**config.mk**
```make
export PLATFORM = sky130hd
export DESIGN_NAME = display_value_counter
export DESIGN_NICKNAME = d
export VERILOG_FILES = /design/src/rtl/display_value_counter.sv
export SDC_FILE = /design/constraint.sdc
export NUM_CORES = 1
export LEC_CHECK = 0
export ABC_AREA = 1
export BUFFER_PORTS_ARGS = -buffer_cell sky130_fd_sc_hd__buf_2
export CAP_MARGIN = 0
export CELL_PAD_IN_SITES_DETAIL_PLACEMENT = 0
export CELL_PAD_IN_SITES_GLOBAL_PLACEMENT = 1
export CORE_MARGIN = 2
export CORE_UTILIZATION = 46
export DETAILED_ROUTE_END_ITERATION = 10
export HOLD_SLACK_MARGIN = 0.02
export PLACE_DENSITY_LB_ADDON = 0.1
export SYNTH_ARGS = -nofsm -noshare
export SYNTH_HDL_FRONTEND = slang
export SYNTH_SLANG_ARGS = --single-unit
```
**constraint.sdc**
```tcl
create_clock -name clk -period 5.1 [get_ports clk]
set_clock_uncertainty 0.1 [all_clocks]
set_input_delay 0.255 -clock clk [delete_from_list [all_inputs] [get_ports clk]]
set_output_delay 0.255 -clock clk [all_outputs]
set_load 0.1 [all_outputs]
```
**src/rtl/display_value_counter.sv**
```systemverilog
// Conditioned push-button value source for the 4-digit display driver: sync, debounce, edge-detect, bounded counter.
// Optional autorepeat on held up/down buttons, enabled by defining DISPLAY_VALUE_COUNTER_AUTOREPEAT_EN.
module display_value_counter #(
    parameter logic [15:0] DEBOUNCE_CYCLES = 16'd50000,
    parameter logic [11:0] MAX_VAL         = 12'd4095,
    parameter bit          WRAP            = 1'b1,
    parameter logic [23:0] REPEAT_DELAY    = 24'd5000000,
    parameter logic [23:0] REPEAT_PERIOD   = 24'd1000000
) (
    input  logic        clk,
    input  logic        rst,
    input  logic        btn_up,
    input  logic        btn_down,
    input  logic        btn_clr,
    input  logic        load,
    input  logic [11:0] load_val,
    output logic [11:0] num,
    output logic        step_pulse,
    output logic        at_max,
    output logic        at_min
);

    localparam int UP  = 0;
    localparam int DN  = 1;
    localparam int CLR = 2;

    logic [2:0]  btn_raw;
    logic [2:0]  sync1_q, sync1_d;
    logic [2:0]  sync2_q, sync2_d;
    logic [2:0]  db_q, db_d;
    logic [2:0]  db_prev_q, db_prev_d;
    logic [2:0]  ev_q, ev_d;
    logic [15:0] dc_q [3];
    logic [15:0] dc_d [3];
    logic [11:0] num_q, num_d;
    logic        step_q, step_d;
    logic        rep_up, rep_dn;
    logic        up_evt, dn_evt;

    assign btn_raw = {btn_clr, btn_down, btn_up};

    // Two-flop synchronizer, debounce counters and registered press events
    always_comb begin
        sync1_d   = btn_raw;
        sync2_d   = sync1_q;
        db_d      = db_q;
        db_prev_d = db_q;
        ev_d      = db_q & ~db_prev_q;
        for (int i = 0; i < 3; i++) begin
            dc_d[i] = '0;
            if (sync2_q[i] != db_q[i]) begin
                if (dc_q[i] == DEBOUNCE_CYCLES - 16'd1) begin
                    db_d[i] = sync2_q[i];
                    dc_d[i] = '0;
                end else begin
                    dc_d[i] = dc_q[i] + 16'd1;
                end
            end
        end
    end

    always_ff @(posedge clk) begin
        if (rst) begin
            sync1_q   <= '0;
            sync2_q   <= '0;
            db_q      <= '0;
            db_prev_q <= '0;
            ev_q      <= '0;
            for (int i = 0; i < 3; i++) begin
                dc_q[i] <= '0;
            end
        end else begin
            sync1_q   <= sync1_d;
            sync2_q   <= sync2_d;
            db_q      <= db_d;
            db_prev_q <= db_prev_d;
            ev_q      <= ev_d;
            for (int i = 0; i < 3; i++) begin
                dc_q[i] <= dc_d[i];
            end
        end
    end

`ifdef DISPLAY_VALUE_COUNTER_AUTOREPEAT_EN
    logic [23:0] hold_cnt_q, hold_cnt_d;
    logic        hold_act_q, hold_act_d;
    logic        hold_dir_up_q, hold_dir_up_d;
    logic        hold_armed_q, hold_armed_d;
    logic        held_up, held_dn;
    logic [23:0] hold_limit;

    assign held_up    = db_q[UP] & ~db_q[DN];
    assign held_dn    = db_q[DN] & ~db_q[UP];
    // First repeat waits the long delay; later ones use the shorter period
    assign hold_limit = hold_armed_q ? REPEAT_PERIOD : REPEAT_DELAY;

    always_comb begin
        hold_cnt_d    = hold_cnt_q;
        hold_act_d    = hold_act_q;
        hold_dir_up_d = hold_dir_up_q;
        hold_armed_d  = hold_armed_q;
        rep_up        = 1'b0;
        rep_dn        = 1'b0;
        if (ev_q[CLR] || load) begin
            hold_act_d   = 1'b0;
            hold_cnt_d   = '0;
            hold_armed_d = 1'b0;
        end else if (ev_q[UP] && held_up) begin
            hold_act_d    = 1'b1;
            hold_dir_up_d = 1'b1;
            hold_cnt_d    = 24'd1;
            hold_armed_d  = 1'b0;
        end else if (ev_q[DN] && held_dn) begin
            hold_act_d    = 1'b1;
            hold_dir_up_d = 1'b0;
            hold_cnt_d    = 24'd1;
            hold_armed_d  = 1'b0;
        end else if (hold_act_q && (hold_dir_up_q ? held_up : held_dn)) begin
            if (hold_cnt_q == hold_limit) begin
                rep_up       = hold_dir_up_q;
                rep_dn       = ~hold_dir_up_q;
                hold_cnt_d   = 24'd1;
                hold_armed_d = 1'b1;
            end else begin
                hold_cnt_d = hold_cnt_q + 24'd1;
            end
        end else begin
            hold_act_d   = 1'b0;
            hold_cnt_d   = '0;
            hold_armed_d = 1'b0;
        end
    end

    always_ff @(posedge clk) begin
        if (rst) begin
            hold_cnt_q    <= '0;
            hold_act_q    <= 1'b0;
            hold_dir_up_q <= 1'b0;
            hold_armed_q  <= 1'b0;
        end else begin
            hold_cnt_q    <= hold_cnt_d;
            hold_act_q    <= hold_act_d;
            hold_dir_up_q <= hold_dir_up_d;
            hold_armed_q  <= hold_armed_d;
        end
    end
`else
    logic unused_repeat_params;

    assign unused_repeat_params = ^{REPEAT_DELAY, REPEAT_PERIOD};
    assign rep_up = 1'b0;
    assign rep_dn = 1'b0;
`endif

    assign up_evt = ev_q[UP] | rep_up;
    assign dn_evt = ev_q[DN] | rep_dn;

    // Value update in priority order: clear, load, cancel, up, down
    always_comb begin
        num_d = num_q;
        if (ev_q[CLR]) begin
            num_d = '0;
        end else if (load) begin
            num_d = (load_val > MAX_VAL) ? MAX_VAL : load_val;
        end else if (up_evt && dn_evt) begin
            num_d = num_q;
        end else if (up_evt) begin
            if (num_q < MAX_VAL) begin
                num_d = num_q + 12'd1;
            end else begin
                num_d = WRAP ? 12'd0 : num_q;
            end
        end else if (dn_evt) begin
            if (num_q > 12'd0) begin
                num_d = num_q - 12'd1;
            end else begin
                num_d = WRAP ? MAX_VAL : num_q;
            end
        end
        step_d = (num_d != num_q);
    end

    always_ff @(posedge clk) begin
        if (rst) begin
            num_q  <= '0;
            step_q <= 1'b0;
        end else begin
            num_q  <= num_d;
            step_q <= step_d;
        end
    end

    assign num        = num_q;
    assign step_pulse = step_q;
    assign at_max     = (num_q == MAX_VAL);
    assign at_min     = (num_q == 12'd0);

endmodule

```
# Word level (Yosys, flattened, before mapping)
# Memories as Yosys holds them, arrays and structs flattened.
# Cells that the tools add are included.
# totals
regBits,28
latchBits,0
ram_bits,48
rom_bits,0
in_bits,18
out_inout_bits,15
elab_cells,56
memories,1
# memory_table
name,words,width,read_ports,rd_clocked_by_memory_dff,wr,line_no,text
dc_q,3,16,3,0,3,33,logic [15:0] dc_q [3];
# classes
addsub,5
multipliers,0
n_div,0
magnitude_cmp,3
eq_ne,8
n_shift,0
mux,20
bitwise,5
n_reduce_logical,5
# ops
op,n
2-to-1 mux 16 bit,9
2-to-1 mux 12 bit,8
"adder 16 x 1 -> 16 bit, second input constant",3
"== test 16 bit, second input constant",3
"adder 12 x 1 -> 12 bit, second input constant",1
"== test 12 bit, second input constant",1
"> comparator 12 x 1 -> 1 bit, second input constant",1
"> comparator 12 bit, second input constant",1
logical NOT 12 bit,1
"less-than comparator 12 bit, second input constant",1
!= test 12 bit,1
"subtractor 12 x 1 -> 12 bit, second input constant",1
AND reduction 2 bit,3
AND 3 bit,1
2-to-1 mux 1 bit,3
!= test 1 bit,3
NOT 3 bit,1
bitwise OR 1 bit,3
logical AND 1 bit,1

# Logic depth before layout (Yosys ltp)
# Gate-level depths: netlist (run 1).
# depth
ltp_word,8
depth_mapped,19
ltp_nobuf,19

# Worst setup path before layout (run 1)
# OpenSTA, ideal clock, no wires.
# synth_path
path_kind,reg2reg
start,"register num_q[1], in the netlist num[1]"
end,"register step_q, in the netlist step_pulse"
setup_ns,0.126
arrival_ns,2.779
t_required_ns,4.874
setup_slack_ns,2.096
stages_incl_launch_ff,17
path_buffers,0
period_less_slack_ns,3.004
cell_sequence,dfxtp_1 ha_1 nand2_1 nor2_2 nand3_2 inv_2 o21ai_1 nand2_1 nand2_1 nand2_1 nand2_1 nand2_1 nand2_1 nor2_1 nand2_1 nor2_1 nor2_1
# synth_via
elab_chain_len,8
word_cells_on_any_way,12
classes_between,add/sub: 2; order compare: 2; eq/ne: 1; mux: 7
# synth_rtl
element,line_no,text
"start, declared",35,"logic [11:0] num_q, num_d;"
"start signal, assigned",188,num_q <= num_d;
subtractor 12 x 1 -> 12 bit or > comparator 12 x 1 -> 1 bit (tied branches),"175, 174",
2-to-1 mux 12 bit,174,if (num_q > 12'd0) begin
2-to-1 mux 12 bit,173,end else if (dn_evt) begin
2-to-1 mux 12 bit,167,end else if (up_evt) begin
2-to-1 mux 12 bit,165,end else if (up_evt && dn_evt) begin
2-to-1 mux 12 bit,163,end else if (load) begin
2-to-1 mux 12 bit,161,if (ev_q[CLR]) begin
!= test 12 bit *,180,step_d = (num_d != num_q);
"end signal, assigned",189,step_q <= step_d;
"end, declared",36,"logic step_q, step_d;"
# Mark *: on every way between the ends. The rest lies on a longest branch, timed or not.
# A chain may end at the register's enable or synchronous reset.

# Worst setup path after layout (run 1)
# layout_path
start,"register num_q[1], in the netlist num[1]"
end,output port at_max
# layout_via
elab_chain_len,1
# layout_rtl
element,line_no,text
== test 12 bit,195,assign at_max = (num_q == MAX_VAL);
"end, declared",19,"output logic at_max,"
# Every way passes these cells.

==> impl_metrics.csv, run 1 <==
group,metric,value,unit
outcome,status,"complete, no violations",
finish,regArea,1520,µm²
die,ios,33,
finish,layout_common_cells,"nand2_1 (152), nor2_1 (117), inv_1 (90)",
timing,period_minus_slack,2460,ps
die,die_area,10000,µm²
critical_path,ff2ff_path_depth,16,
timing,hold_violations,0,
timing,relSlewSlack,51.6,%
placement,dp_hpwl,7.32,mm
yosys,syn_inst,659,
pwr,leakage,2.06,nW
detailed_routing,drtIter0Drc,153,
yosys,synth_cell_types,37,
min_path,hold_start,"load_val[4]",
clock_network,insertion_delay,350,ps
die,core_area,9110,µm²
critical_path,crit_type,"reg2out",
clock_network,cts_resized,0,
yosys,ys.warnings.count,0,
detailed_routing,remaining_drc_errors,0,
placement,post-place-ws,2700,ps
global_routing,grt_antenna_before_repair,0,
timing,slew_viol_final,0,
yosys,syn_area,4260,µm²
finish,n_antenna_cell,0,
placement,dp_cells,786,
global_routing,grt_first_pass_wirelength,17.4,mm
timing,max_slew.worst_pin.slew,726,ps
pwr,p_comb_share,13.9,%
placement,io_buffer_count,32,
clock_network,cts-root-buf,"clkbuf_8",
pwr,pwr-share-clk,35.4,%
detailed_routing,routedWlPerCell,12.3,µm
detailed_routing,ant_nets,0,
timing,fmax,406,MHz
critical_path,worst-path-max-fanout,8,
detailed_routing,vias,4041,
pwr,swShare,32.1,%
finish,final_common_cell,"nand2_1",
run,max_cap_viol_count,0,
timing,fin_tns_setup,0,ps
finish,stdcell_count,805,
clock_network,cts_tree,"yes",
min_path,hold_path.class,"in2reg",
detailed_routing,drt-total-wl,9.91,mm
yosys,ys_seq_elements,76,
yosys,dominantRegCellSynth,"dfxtp_1",
critical_path,critPathRequiredTime,4740,ps
critical_path,reg2reg_from,"num[1]$_SDFF_PP0_",
pwr,powerDensity,264,nW/µm²
finish,multi_input_area,2250,µm²
finish,nNetsFinal,713,
yosys,yosysSeqAreaShare,35.7,%
die,row_count,35,
min_path,min_to,"num[4]$_SDFF_PP0_",
global_routing,grtUsageTotal,21.5,%
die,dieWidth,100,µm
finish,fin_area,4640,µm²
timing,worst_slack,2640,ps
pwr,p_sw,0.393,mW
detailed_routing,viasPerCell,5.02,
clock_network,clockBufferDepth,2,
critical_path,rrSetupSlack,2660,ps
clock_network,clock_sinks,76,
timing,setup_viol,0,
global_routing,grt_max_degree,28,
critical_path,arrival,2110,ps
yosys,synthArstFlopShare,0,%
min_path,whs_path_depth,5,
timing,rsz0062_at_grt,"no",
timing,fin_crit_sh,48.3,%
die,die_height,100,µm
pwr,total_power,1.22,mW
finish,area.growth.synth_to_final,8.99,%
pwr,peakVddDrop,0.198,mV
yosys,syn-num-nets,683,
clock_network,cts_buffers,9,
clock_network,clkSlewWorstSetupHoldPaths,90,ps
global_routing,gr-total-overflow,0,
placement,placed_area,4430,µm²
yosys,syn_avg_cell_area,6.46,µm²
finish,fill_cells,981,
pwr,seqPwrFrac,50.8,%
die,start_util,46.7,%
pwr,intPower,0.830,mW
global_routing,grt_pass1_vias,3850,
critical_path,start_kind,"register",
placement,gp_congestion,0.893,
critical_path,r2r_end,"step_pulse$_SDFF_PP0_",
finish,drive_above_1_share,10.1,%
yosys,synth_enable_flop_cells,0,
clock_network,cts_max_level,3,
detailed_routing,firstDrtPassIters,4,
critical_path,critPathCaptureType,"output pin",
-- worst max-delay path, cell delays in order, from the launching register on --
cell     delay (ps)
dfxtp_1         480
ha_1            230
nand2_1         110
nor2_2          230
nand3_2         190
inv_2           100
buf_2           420
-- worst max-delay path by stage --
| stage | end | from | slack [ps] | depth (start not counted) |
|---|---|---|---|---|
| global placement | step_pulse$_SDFF_PP0_ | num[0]$_SDFF_PP0_ | 2710 | 16 |
| detailed placement | step_pulse$_SDFF_PP0_ | num[1]$_SDFF_PP0_ | 2700 | 19 |
| floorplan | step_pulse$_SDFF_PP0_ | num[1]$_SDFF_PP0_ | 2100 | 16 |
| finish | at_max | num[1]$_SDFF_PP0_ | 2640 | 6 |
| global route | step_pulse$_SDFF_PP0_ | num[1]$_SDFF_PP0_ | 2320 | 19 |
| CTS | at_max | num[1]$_SDFF_PP0_ | 2600 | 6 |
-- timing repair --
| item | in CTS | in global routing |
|---|---|---|
| buffers inserted | 0 | 0 |
| hold endpoints to repair | 3 | 0 |
| hold buffers | 3 | 0 |
-- state kept, by name (all words and copies together) (netlist names) --
signal,flops
db_prev_d,3
sync1_q,3
num,12
dc_q,48
step_pulse,1
ev_q,3
sync2_q,3
db_prev_q,3
-- power by group through the flow --
stage | registers, mW | logic (mW) | clock network [mW]
floorplan | 0.676 | 0.0941 | 0
global placement | 0.635 | 0.167 | 0
detailed placement | 0.635 | 0.167 | 0
CTS | 0.621 | 0.170 | 0.451
global route | 0.624 | 0.189 | 0.476
finish | 0.621 | 0.170 | 0.433
-- per-stage QoR --
stage / utilization (%) / hold slack (ps)
2_1_floorplan: - / 262
3_3_place_gp: 48.6 / 279
3_5_place_dp: 48.6 / 280
4_1_cts: 50.9 / 172
5_1_grt: 50.9 / 205
6_report: 50.9 / 195
-- cell usage after synthesis (2+ instances only) --
cell type	count	share of area, %
clkbuf_8	3	0.97
ha_1	6	1.8
nor3_2	3	0.71
nor2_2	7	1.0
buf_6	4	1.1
nor3b_1	8	1.4
nand3_2	2	0.47
a21oi_1	30	3.5
inv_1	90	7.9
inv_2	3	0.26
nand4_1	9	1.3
o21a_1	6	1.1
nand3_1	57	6.7
nor3_1	20	2.4
nor4_1	5	0.73
dfxtp_1	76	36
nor2_1	117	10
nand2_1	152	13
o21ai_0	28	3.3
buf_4	2	0.35
clkbuf_1	6	0.53
xor2_1	8	1.6
nand2_2	3	0.44
-- metal layers --
| metal | GRT usage [%] | vias up | routed length [µm] |
|---|---|---|---|
| met3 | 4.60 | 10 | 476 |
| li1 | - | 2155 | - |
| met1 | 27.7 | 1801 | 4740 |
| met5 | 0 | - | 0 |
| met4 | 7.17 | 0 | 127 |
| met2 | 35.9 | 75 | 4570 |
-- cell families (layout without fill, tap and decap cells) --
| family | count (synthesis) | count (layout) | synth area share (%) |
|---|---|---|---|
| XOR/XNOR | 9 | 9 | 1.85 |
| adder cells (fa/ha/maj) | 6 | 6 | 1.76 |
| AO/OA/AOI/OAI | 69 | 69 | 8.73 |
| buffers and inverters | 110 | 145 | 11.3 |
| flip-flops | 76 | 76 | 35.7 |
| AND/OR/NAND/NOR | 389 | 389 | 40.6 |
-- final cells by class --
cell class	count	area share, %
clock buffers	9	2.67
inverters	94	7.61
multi-input cells	473	48.6
repair buffers	35	4.10
flip-flops and latches	76	32.8
clock inverters	7	1.24
well taps	111	2.99
Note: power is estimated with default switching activity, not from simulation.
==> run 2: changes to the inputs <==
Settings changed: CORE_UTILIZATION 46 to 43.
Clock period 5.1 ns to 2.38 ns, I/O delays scaled along.
==> run 2 against run 1 <==
- first-iteration DRC count grew 2.6%
- power increased by 110%
- cell count increased by 5.0%
- sequential share of layout area decreased by 0.92 points
- design area grew 4.4%
- sequential power rose by 110%
- core utilization fell by 0.91 points
- die area increased by 6.7%
- routed wire length rose by 0.62%
- critical path depth unchanged
- register-to-register slack got worse by 2400 ps
- largest cell class unchanged
==> impl_metrics.csv, run 2 (synthesis gave the netlist of run 1 again) <==
group,metric,value,unit
clock_network,clockBufferDepth,2,
critical_path,crit_start,"num[0]$_SDFF_PP0_",
global_routing,grtUsageTotal,20.0,%
clock_network,cts_buffers,9,
critical_path,cp-endpoint,"at_max",
finish,n_antenna_cell,0,
detailed_routing,drt-total-wl,9.97,mm
critical_path,crit_type,"reg2out",
timing,relSlewSlack,61.8,%
timing,fin_tns_setup,0,ps
global_routing,gr-total-overflow,0,
die,die_height,103,µm
clock_network,clkSlewWorstSetupHoldPaths,90,ps
global_routing,grt_pass1_vias,3694,
detailed_routing,ant_nets,0,
timing,max_slew.worst_pin.slew,572,ps
pwr,powerDensity,535,nW/µm²
detailed_routing,vias,4110,
finish,layout_common_cells,"nand2_1 (151), nor2_1 (116), inv_1 (89)",
outcome,status,"complete, no violations",
detailed_routing,firstDrtPassIters,4,
critical_path,worst-path-buf-inv,2,
timing,fin_crit_sh,92.2,%
pwr,leakage,2.15,nW
timing,hold_violations,0,
die,dieWidth,103,µm
timing,rsz0062_at_grt,"no",
critical_path,crit_family,"simple AND/OR/NAND/NOR gates",
critical_path,ff2ff_path_depth,19,
critical_path,start_kind,"register",
finish,area.growth.synth_to_final,13.8,%
global_routing,grt_antenna_before_repair,0,
placement,dp_hpwl,7.44,mm
run,max_cap_viol_count,0,
clock_network,postCtsSetupBuffers,0,
critical_path,slowest_delay,420,ps
finish,top_register,"dc_q",
critical_path,cp_slowest_cell,"buf_2",
timing,period_minus_slack,2190,ps
clock_network,cts-root-buf,"clkbuf_8",
clock_network,cts_tree,"yes",
critical_path,reg2reg_from,"num[0]$_SDFF_PP0_",
die,row_count,36,
die,ios,33,
placement,gp_congestion,0.922,
critical_path,r2r_end,"step_pulse$_SDFF_PP0_",
critical_path,critPathCaptureType,"output pin",
placement,io_buffer_count,32,
pwr,peakVddDrop,0.342,mV
die,core_area,9680,µm²
finish,largest_register_ffs,48,
critical_path,cp_cell_sequence,"ha_1 -> nand2_1 -> nor2_2 -> nand3_2 -> inv_4 -> buf_2",
critical_path,arrival,1980,ps
min_path,hold_path.class,"in2reg",
die,start_util,44.0,%
critical_path,cp_num_cells,6,
detailed_routing,routedWlPerCell,11.8,µm
detailed_routing,drtIter0Drc,157,
detailed_routing,remaining_drc_errors,0,
timing,fmax,456,MHz
timing,slew_viol_final,0,
detailed_routing,viasPerCell,4.86,
finish,final_common_cell,"nand2_1",
global_routing,grt_max_degree,22,
die,die_area,10700,µm²
critical_path,worst-path-max-fanout,7,
clock_network,clock_sinks,76,
clock_network,cts_max_level,3,
finish,nNetsFinal,732,
global_routing,grt_first_pass_wirelength,16.8,mm
critical_path,rrSetupSlack,230,ps
clock_network,insertion_delay,350,ps
critical_path,critPathRequiredTime,2160,ps
finish,drive_above_1_share,13.6,%
timing,fin_hold_ws,48.1,ps
timing,setup_viol,0,
-- run 2: cell types whose count changed in the layout (fill, tap and decap cells not counted), moves of 2 or more --
| cell | previous run | this run |
|---|---|---|
| inv_4 | 0 | 3 |
| buf_4 | 0 | 14 |
| inv_6 | 3 | 0 |
| dfxtp_1 | 76 | 64 |
| dlygate4sd3_1 | 3 | 8 |
| dfxtp_4 | 0 | 3 |
| clkinvlp_4 | 2 | 0 |
| dfxtp_2 | 0 | 9 |
-- run 2: through the flow --
step | instances | total power, mW | setup WS (ps) | instance area, µm² | util [%]
after detailed placement | 822 | 1.73 | 119 | 4590 | 47.4
after global placement | 822 | 1.73 | 97.0 | 4590 | 47.4
after CTS | 845 | 2.64 | 95.4 | 4830 | 49.9
after global routing | 845 | 2.73 | 8.77 | 4840 | 50.0
after floorplan | 659 | 1.65 | 5.05 | 4280 | -
final | 845 | 2.59 | 185 | 4840 | 50.0
-- run 2: cell type report --
cell class | instances | area [µm²]
clock buffers | 11 | 141
clock inverters | 4 | 25.0
fillers | 1026 | 4840
inverters | 94 | 358
multi-input cells | 473 | 2260
flip-flops and latches | 76 | 1540
well taps | 133 | 166
repair buffers | 54 | 345
-- run 2: worst min path at each step --
stage	start	end	slack (ps)	depth (start not counted)
2_1_floorplan	btn_up	sync1_q[0]$_SDFF_PP0_	130	2
5_1_grt	load_val[8]	num[8]$_SDFF_PP0_	60	5
3_5_place_dp	btn_down	sync1_q[1]$_SDFF_PP0_	230	3
3_3_place_gp	btn_down	sync1_q[1]$_SDFF_PP0_	220	3
4_1_cts	load_val[3]	num[3]$_SDFF_PP0_	20	5
6_report	load_val[4]	num[4]$_SDFF_PP0_	50	5
-- run 2: layer usage --
| layer | global-route usage [%] | routed length, µm | vias up |
|---|---|---|---|
| met5 | 0 | 0 | - |
| met4 | 6.68 | 70 | 0 |
| met3 | 4.57 | 474 | 6 |
| met2 | 31.1 | 4510 | 70 |
| met1 | 27.3 | 4910 | 1841 |
| li1 | - | - | 2193 |
-- run 2: power by group --
part | switching (mW) | total [mW] | internal (mW) | leakage [nW]
Sequential | 0.0363 | 1.33 | 1.29 | 0.621
Clock | 0.479 | 0.881 | 0.401 | 0.0895
Combinational | 0.274 | 0.380 | 0.106 | 1.44
-- run 2: worst min-delay path, stage by stage --
cell,delay [ps]
buf_2,100
nor2_1,90
nor2_1,50
nand2_1,70
nor2_1,40
-- run 2: repair_timing --
| action | CTS | global route |
|---|---|---|
| hold buffers | 8 | 0 |
| hold endpoints to repair | 7 | 0 |
| endpoints found under the setup margin | 0 | 1 |
| resized for setup | 0 | 5 |
==> run 3: changes to the inputs <==
Settings changed: CELL_PAD_IN_SITES_DETAIL_PLACEMENT 0 to 1.
==> run 3 against run 2 <==
- sequential share of layout area is 0.24 points lower
- critical path type is now reg2reg
- die area did not move
- critical path depth rose by 8
- sequential power barely moved
- register-to-register slack lost 150 ps
- power grew 8.0%
==> impl_metrics.csv, run 3 (synthesis gave the netlist of run 1 again) <==
group,metric,value,unit
detailed_routing,drtIter0Drc,122,
pwr,intPower,1.94,mW
pwr,seqPwrFrac,47.6,%
run,max_cap_viol_count,0,
finish,top_register,"dc_q",
placement,dp_cells,822,
timing,hold_violations,0,
clock_network,insertion_delay,370,ps
critical_path,start_kind,"register",
critical_path,worst-path-max-fanout,7,
detailed_routing,vias,4337,
finish,largest_register_ffs,48,
critical_path,critPathRequiredTime,2540,ps
pwr,swShare,30.6,%
clock_network,cts_buffers,9,
placement,placed_area,4590,µm²
detailed_routing,ant_nets,0,
die,row_count,36,
timing,rsz0062_at_grt,"yes",
critical_path,arrival,2460,ps
pwr,p_sw,0.855,mW
global_routing,grt_max_degree,22,
die,core_area,9680,µm²
detailed_routing,routedWlPerCell,14.4,µm
timing,fin_hold_ws,38.8,ps
timing,period_minus_slack,2300,ps
timing,fin_crit_sh,96.8,%
clock_network,clkSlewWorstSetupHoldPaths,100,ps
finish,multi_input_area,2280,µm²
placement,gp_congestion,0.922,
finish,n_antenna_cell,0,
global_routing,gr-total-overflow,0,
placement,dp_hpwl,9.04,mm
pwr,total_power,2.80,mW
finish,area.growth.synth_to_final,14.7,%
clock_network,postCtsSetupBuffers,0,
placement,post-place-ws,65.1,ps
global_routing,grt_antenna_before_repair,0,
finish,final_common_cell,"nand2_1",
global_routing,grtUsageTotal,24.5,%
critical_path,crit_type,"reg2reg",
timing,relSlewSlack,57.6,%
die,die_area,10700,µm²
timing,max_slew.worst_pin.slew,635,ps
clock_network,clockBufferDepth,2,
detailed_routing,firstDrtPassIters,4,
die,die_height,103,µm
global_routing,grt_pass1_vias,4436,
min_path,hold_path.class,"in2reg",
die,start_util,44.0,%
die,dieWidth,103,µm
pwr,leakage,2.16,nW
clock_network,cts-root-buf,"clkbuf_8",
finish,fin_area,4880,µm²
finish,regArea,1540,µm²
timing,fmax,434,MHz
placement,io_buffer_count,32,
outcome,status,"complete, no violations",
clock_network,cts_tree,"yes",
pwr,peakVddDrop,0.303,mV
timing,slew_viol_final,0,
finish,drive_above_1_share,14.2,%
detailed_routing,drt-total-wl,12.2,mm
detailed_routing,remaining_drc_errors,0,
critical_path,critPathCaptureType,"register",
pwr,pwr-share-clk,38.4,%
finish,layout_common_cells,"nand2_1 (151), nor2_1 (115), inv_1 (89)",
timing,worst_slack,76.7,ps
finish,nNetsFinal,730,
pwr,p_comb_share,14.0,%
detailed_routing,viasPerCell,5.14,
finish,fill_cells,1339,
global_routing,grt_first_pass_wirelength,20.5,mm
timing,setup_viol,0,
clock_network,cts_max_level,3,
pwr,powerDensity,573,nW/µm²
finish,stdcell_count,844,
clock_network,clock_sinks,76,
die,ios,33,
[run 3: through the flow]
stage               setup TNS [ps]  util [%]
global route                 -99.3      50.4
CTS                              0      50.1
finish                           0      50.4
detailed placement               0      47.4
floorplan                        0         -
global placement                 0      47.4
[run 3: layout make-up]
class / instances / area share, %
Multi-Input combinational cell: 473 / 46.7
Sequential cell: 76 / 31.6
Inverter: 94 / 7.33
Timing Repair Buffer: 52 / 6.66
Tap cell: 133 / 3.41
Clock buffer: 11 / 3.10
Clock inverter: 5 / 1.20
[run 3: what timing repair did]
| item | CTS | global route |
|---|---|---|
| endpoints found under the setup margin | 0 | 3 |
| resized for setup | 0 | 9 |
| hold buffers | 6 | 0 |
| hold endpoints to repair | 5 | 0 |
[run 3: worst paths after layout]
path	startpoint	end	slack, ps	cells after the start
max	num[0]$_SDFF_PP0_	step_pulse$_SDFF_PP0_	80	14
min	load_val[4]	num[4]$_SDFF_PP0_	40	5
max reg2reg	num[0]$_SDFF_PP0_	step_pulse$_SDFF_PP0_	80	14
min reg2reg	db_prev_q[2]$_SDFF_PP0_	ev_q[2]$_SDFF_PP0_	290	1
[run 3: critical path, stage by stage, from the launching register on]
cell and delay [ps]:
dfxtp_4 400, ha_1 200, nand2_1 150, nor2_2 230
nand3_2 220, nand3_1 130, nand2_1 60, nand3_1 80
nand2_1 70, nand3_1 80, nand3_1 140, nor2_1 130
nand2_1 50, nor2_1 110, nor2_1 50
[run 3: power groups by stage]
stage / combinational (mW) / sequential [mW] / clock (mW)
finish: 0.390 / 1.33 / 1.07
global route: 0.431 / 1.34 / 1.15
floorplan: 0.201 / 1.45 / 0
global placement: 0.369 / 1.36 / 0
detailed placement: 0.377 / 1.36 / 0
CTS: 0.387 / 1.33 / 1.10
[run 3: per-layer routing]
layer / share of wire, % / GRT usage, % / vias up
li1: - / - / 2184
met1: 45 / 30.3 / 2062
met2: 49 / 42.8 / 76
met3: 4.1 / 4.77 / 15
met4: 1.5 / 7.79 / 0
met5: 0 / 0 / -
